--- src/rtl/branch_cc_sequencer.sv ---
// Multi-phase instruction sequencer: holds the N/Z/P condition code,
// resolves branches and strobes the next PC at each commit edge.
module branch_cc_sequencer #(
    parameter int          DATA_W   = 16,
    parameter int          PC_W     = 8,
    parameter int          PHASES   = 2,
    parameter logic [2:0]  CC_RESET = 3'b000
) (
    input  logic              clka,
    input  logic              reset_in,
    input  logic              instr_valid_in,
    output logic              ready_out,
    input  logic              stall_in,
    input  logic              flush_in,
    input  logic [2:0]        nzp_dec_in,
    input  logic              br_in,
    input  logic              jmp_in,
    input  logic              we_reg_in,
    input  logic [PC_W-1:0]   pc_in,
    input  logic [PC_W-1:0]   offset_in,
    input  logic [DATA_W-1:0] alu_result_in,
    output logic              pc_load_out,
    output logic [PC_W-1:0]   pc_next_out,
    output logic              taken_out,
    output logic [2:0]        cc_out,
    output logic [3:0]        phase_out
);

    typedef enum logic {IDLE, WAIT} state_t;

    localparam logic [3:0] LAST = 4'(PHASES - 1);

    state_t            state_q;
    logic [3:0]        phase_q;
    logic [2:0]        cc_q;
    logic [2:0]        cc_old_q;
    logic [2:0]        nzp_q;
    logic              br_q;
    logic              jmp_q;
    logic [PC_W-1:0]   pc_q;
    logic [PC_W-1:0]   off_q;
    logic              pc_load_q;
    logic              taken_q;
    logic [PC_W-1:0]   pc_next_q;

    logic              accept;
    logic              taken_d;
    logic [PC_W-1:0]   pc_next_d;
    logic [2:0]        cc_d;

    assign ready_out = (state_q == IDLE) & ~stall_in & ~flush_in;
    assign accept    = instr_valid_in & ready_out;

    // Branches see the CC snapshot from their own accept edge.
    assign taken_d   = jmp_q | (br_q & |(nzp_q & cc_old_q));
    assign pc_next_d = taken_d ? pc_q + off_q : pc_q + 1'b1;

    always_comb begin
        cc_d    = 3'b000;
        cc_d[2] = alu_result_in[DATA_W-1];
        cc_d[1] = (alu_result_in == '0);
        cc_d[0] = ~cc_d[2] & ~cc_d[1];
    end

    always_ff @(posedge clka or posedge reset_in) begin
        if (reset_in) begin
            state_q   <= IDLE;
            phase_q   <= 4'd0;
            cc_q      <= CC_RESET;
            cc_old_q  <= CC_RESET;
            nzp_q     <= 3'b000;
            br_q      <= 1'b0;
            jmp_q     <= 1'b0;
            pc_q      <= '0;
            off_q     <= '0;
            pc_load_q <= 1'b0;
            taken_q   <= 1'b0;
            pc_next_q <= '0;
        end else begin
            pc_load_q <= 1'b0;
            case (state_q)
                IDLE: begin
                    if (accept) begin
                        nzp_q    <= nzp_dec_in;
                        br_q     <= br_in;
                        jmp_q    <= jmp_in;
                        pc_q     <= pc_in;
                        off_q    <= offset_in;
                        cc_old_q <= cc_q;
                        phase_q  <= 4'd1;
                        state_q  <= WAIT;
                    end
                end
                WAIT: begin
                    if (flush_in) begin
                        state_q <= IDLE;
                        phase_q <= 4'd0;
                    end else if (!stall_in) begin
                        if (phase_q == LAST) begin
                            pc_load_q <= 1'b1;
                            taken_q   <= taken_d;
                            pc_next_q <= pc_next_d;
                            if (we_reg_in)
                                cc_q <= cc_d;
                            state_q <= IDLE;
                            phase_q <= 4'd0;
                        end else begin
                            phase_q <= phase_q + 4'd1;
                        end
                    end
                end
                default: begin
                    state_q <= IDLE;
                    phase_q <= 4'd0;
                end
            endcase
        end
    end

    assign pc_load_out = pc_load_q;
    assign pc_next_out = pc_next_q;
    assign taken_out   = taken_q;
    assign cc_out      = cc_q;
    assign phase_out   = phase_q;

endmodule

--- config.mk ---
export PLATFORM = sky130hd
export DESIGN_NAME = branch_cc_sequencer
export DESIGN_NICKNAME = d
export VERILOG_FILES = /design/src/rtl/branch_cc_sequencer.sv
export SDC_FILE = /design/constraint.sdc
export NUM_CORES = 1
export LEC_CHECK = 0
export BUFFER_PORTS_ARGS = -buffer_cell sky130_fd_sc_hd__buf_4
export CORE_ASPECT_RATIO = 1.2
export CORE_UTILIZATION = 36
export DETAILED_ROUTE_END_ITERATION = 7
export GPL_TIMING_DRIVEN = 0
export PLACE_DENSITY = 0.63
export SYNTH_ARGS = -nofsm -noshare
export SYNTH_HDL_FRONTEND = slang
export SYNTH_SLANG_ARGS = --single-unit
--- constraint.sdc ---
create_clock -name clka -period 3.5 [get_ports clka]
set_clock_uncertainty 0.05 [all_clocks]
set_input_delay 0 -clock clka [delete_from_list [all_inputs] [get_ports clka]]
set_output_delay 0 -clock clka [all_outputs]
set_load 0.1 [all_outputs]
======== Word level (Yosys, flattened, before mapping) ========
Cells that the tools add are included.
storage, ports and cells
  bits in registers ....................... 42
  latch bits .............................. 0
  bits in writable memories ............... 0
  bits in read-only memories .............. 0
  bits of input ports ..................... 43
  output and inout bits ................... 18
  memories kept ........................... 0
operators by class
  add/subtract/negate cells ............... 3
  $mul .................................... 0
  divide/modulo/power cells ............... 0
  $lt $le $gt $ge ......................... 0
  eq/ne operators ......................... 3
  shifts and indexed selects .............. 0
  multiplexer cells ....................... 15
  bitwise logic cells ..................... 12
  reduce and logical (&&, ||, !) cells .... 6
operator list
  cell                   number
  $logic_not A16 Y1      1
  $mux W4                4
  $add A8 B1 Y8 const B  1
  $add A8 B8 Y8          1
  $mux W1                8
  $mux W8                1
  $pmux W4 S2            1
  $and A1 B1 Y1          5
  $not A1 Y1             5
  $reduce_and A5 Y1      1
  $add A4 B1 Y4 const B  1
  $eq A4 B1 Y1 const B   1
  $reduce_and A2 Y1      2
  $reduce_and A4 Y1      1
  $and A3 B3 Y3          1
  $ne A3 B3 Y1 const B   1
  $reduce_or A3 Y1       1
  $ne A2 B2 Y1 const B   1
  $pmux W1 S2            1
  $or A1 B1 Y1           1

======== Logic depth before layout (Yosys ltp) ========
  depth in word-level cells ............... 6
  gate-level depth with buffers ........... 11
  mapped depth without buffers ............ 11

======== Worst setup path before layout ========
Ideal clock, no wire load.
  path kind ............................... reg2out
  start point ............................. register state_q
  end point ............................... output ready_out
  arrival ................................. 2.576 ns
  required time ........................... 3.450 ns
  slack ................................... 0.874 ns
  cell stages (with the launch flop) ...... 3
  cells stage by stage .................... dfrtp_1 > buf_2 > nor3_1
between the ends
  cells in the longest elaborated chain, start to end .. 3
RTL lines
  element                      RTL line  RTL
  start, declared              33        state_t state_q;
  start signal, assigned       67        state_q <= IDLE;
  start signal, assigned       91        state_q <= WAIT;
  start signal, assigned       96        state_q <= IDLE;
  $not A1 Y1 (no line)         -
  $and A1 B1 Y1 (2 in series)  51        assign ready_out = (state_q == IDLE) & ~stall_in & ~flush_in;
  end, declared                12        output logic ready_out,
Every way passes these cells.

======== Worst setup path after layout ========
  start point ............................. register cc_old_q[2]
  end point ............................... register pc_next_q[6], in the netlist pc_next_out[6]
between the ends
  cells in the longest elaborated chain, start to end .. 5
RTL lines
  element                 RTL line  RTL
  start, declared         36        logic [2:0] cc_old_q;
  start signal, assigned  89        cc_old_q <= cc_q;
  $and A3 B3 Y3           55        assign taken_d = jmp_q | (br_q & |(nzp_q & cc_old_q));
  $reduce_or A3 Y1        55
  $and A1 B1 Y1           55
  $or A1 B1 Y1            55
  $mux W8                 56        assign pc_next_d = taken_d ? pc_q + off_q : pc_q + 1'b1;
  end signal, assigned    102       pc_next_q <= pc_next_d;
  end, declared           44        logic [PC_W-1:0] pc_next_q;
Every way passes these cells.
A chain may end at the register's enable or synchronous reset.

==> results.yml <==
status:
  status: "completed"
sta:
  timing.final.crit_share_pct: 79.35
  rsz0062_at_grt: "false"
  setup_ws_ps: 722.8
  slew_headroom_pct: 71.38
  tns_ps: 0
  period_minus_slack_ps: 2777
  tightest_slew_ps: 429.0
  max_freq_mhz: 360.1
  finalHoldViolCount: 0
  finalSetupViolCount: 0
  drv_slew: 0
setup_path:
  timing.rr.end: "pc_next_out[6]"
  critPathMaxFanout: 9
  crit_path_end_kind: "flip-flop"
  regToRegSetupSlack_ps: 720
  reg2reg_depth: 11
  arrival_ps: 2930
  setup.worst_path.start_class: "flip-flop"
  r2r_start: "cc_old_q[2]"
  crit_type: "reg -> reg"
  cp.required_ps: 3650
cts:
  cts_buffers: 5
  clk_latency_ps: 290
  postCtsSetupBuffers: 0
  clk_pin_slew_ps: 80
  post_cts_resize_count: 0
  htreeDepth: 2
  cts_tree: "built"
  clock_sinks: 42
  cts_buffer_depth: 2
  cts_root_buffer: "clkbuf_8"
global_routing:
  overflow: 0
  grt-busiest-layer: "met2"
  use_met3_pct: 3.088
  grt_pass1_wl_um: 7845
  use_met2_pct: 29.18
  antenna_found_initial: 0
  grt_pass1_vias: 1762
  grt_max_degree: 30
  grtUsageTotal_pct: 16.59
  grtUsageMet1_pct: 20.09
placement:
  post_dp_cell_area_sq_mm: 0.002635
  pre_cts_slack_ps: 715.6
  dp_cells: 304
  io_buffers: 60
  dp_hpwl_um: 3239
  place.gp.congestion: 0.7535
floorplan:
  boundaryPins: 61
  die_width_um: 71.47
  start_util_pct: 37.02
  core_sq_mm: 0.005630
  rows: 30
  dieArea_sq_mm: 0.006100
  die_y_um: 85.36
finish:
  areaGrowthSynthToFinish_pct: 45.20
  num_antenna_cells: 0
  drive_above_1_share_pct: 39.57
  stdcell_area_sq_mm: 0.003027
  nets: 330
  final_cells: 342
synthesis:
  synth_area_leaders: "dfrtp_1 50%, mux2_2 13%, ha_1 5.4%"
  syn_area_per_cell_sq_um: 11.65
  netlist.area_leader.share_pct: 50.42
  netlist_area_sq_mm: 0.002084
  yosys.cell_types.count: 44
  synth_edf_count: 0
  ys_warn_count: 0
  yosysSeqAreaShare_pct: 50.42
  synth-main-ff-cell: "dfrtp_1"
  yosysTopAreaCell: "dfrtp_1"
  yosys-top-cells-count: "42 x dfrtp_1, 24 x mux2_2, 19 x nand2_1"
  synth-async-reset-ratio_pct: 100.0
  netlist_instances: 179
  yosysMostFrequentCell: "dfrtp_1"
  syn_nets: 232
  ys_seq_elements: 42
pwr:
  leakage_nw: 1.447
  p_total_mw: 1.949
  ir_drop_mv: 0.3624
  power.density_mw_per_mm2: 643.8
routing:
  vias: 1688
  drc: 0
  drt-vias-per-instance: 4.936
  first_pass_iters: 4
  ant_nets: 0
  wl_per_cell_um: 13.23
  detail_route.iter0.violations: 52
  routed_wl_um: 4523
min_path:
  hold_path_end: "phase_out[0]"
  hold_path_class: "in -> reg"
  hp-start: "instr_valid_in"
  whs_path_depth: 4
flow_run:
  max-cap-violations: 0
layout make-up:
class	count	area [sq um]
Fill cell	516	2604
Sequential cell	42	1051
Multi-Input combinational cell	125	979.7
Timing Repair Buffer	91	770.7
Clock buffer	7	86.33
Tap cell	64	80.08
Inverter	8	30.03
Buffer	4	23.77
Clock inverter	1	5.005
worst max path at each step:
stage | cells past startpoint | slack, ps | end | start
after detailed placement | 11 | 720 | pc_next_out[6] | cc_old_q[2]
after CTS | 11 | 710 | pc_next_out[6] | cc_old_q[2]
final | 11 | 720 | pc_next_out[6] | cc_old_q[2]
after global placement | 11 | 790 | pc_next_out[6] | cc_old_q[2]
after global routing | 10 | 550 | pc_next_out[7] | cc_old_q[2]
after floorplan | 2 | 870 | ready_out | state_q
per-stage QoR:
stage	utilization (%)	hold slack (ps)
after floorplan	-	16.19
after global placement	46.44	159.5
after detailed placement	46.80	-64.54
after CTS	53.76	84.08
after global routing	53.76	81.21
final	53.76	91.13
registers in the layout, indices dropped and copies added (netlist names):
name	flops
pc_next_out	8
cc_out	3
phase_out	4
off_q	8
state_q	1
taken_out	1
pc_q	8
pc_load_out	1
jmp_q	1
nzp_q	3
cc_old_q	3
br_q	1
report_power, final:
part	total [mW]	switching (mW)	internal, mW
clock network	0.320	0.160	0.159
registers	0.672	0.0687	0.603
logic	0.957	0.642	0.315
total	1.95	0.871	1.08
cells by family after synthesis:
| kind of cell | Yosys count | share of synthesized area, % |
|---|---|---|
| simple gates | 50 | 13.87 |
| compound gates | 37 | 11.46 |
| mux | 24 | 12.97 |
| flops | 42 | 50.42 |
| xor+xnor | 4 | 2.341 |
| fa+ha+maj | 10 | 6.363 |
| buf+inv | 12 | 2.580 |
cells in the final DEF, fill, tap and decap left out, types with 2 or more instances in the layout:
| master | count |
|---|---|
| or3b_2 | 2 |
| dfrtp_1 | 42 |
| o21a_1 | 3 |
| a21o_1 | 2 |
| buf_4 | 62 |
| clkbuf_1 | 2 |
| nor2_1 | 3 |
| ha_1 | 9 |
| a21oi_1 | 4 |
| o31ai_1 | 3 |
| and2_2 | 5 |
| nand2_1 | 19 |
| nand3_1 | 2 |
| nor3_1 | 3 |
| a211oi_1 | 2 |
| mux2_2 | 24 |
| dlygate4sd3_1 | 30 |
| nor4_1 | 4 |
| o21ai_0 | 15 |
| nand2b_1 | 2 |
| clkbuf_8 | 6 |
| inv_2 | 2 |
| inv_1 | 6 |
| xor2_1 | 2 |
what timing repair did:
item                       in CTS  in global routing
hold buffers                   30                  0
hold endpoints to repair       67                  0
setup endpoints to repair       0                  0
per-layer routing:
metal,vias to the layer above,share of wire [%],wire (um)
met5,-,0,0
met4,0,1.6,71
met3,8,4.4,201
met2,49,51,2288
met1,797,43,1961
li1,834,-,-
critical path, stage by stage (launching register included):
cell and delay, ps:
dfrtp_1 390, a222oi_1 420, o21bai_2 220, or2b_1 210, ha_1 190, inv_1 70
fa_1 390, nor2b_1 160, o31a_1 180, o21a_1 140, nor3_1 50, o31ai_1 220
Note: power is estimated with default switching activity, not from simulation.
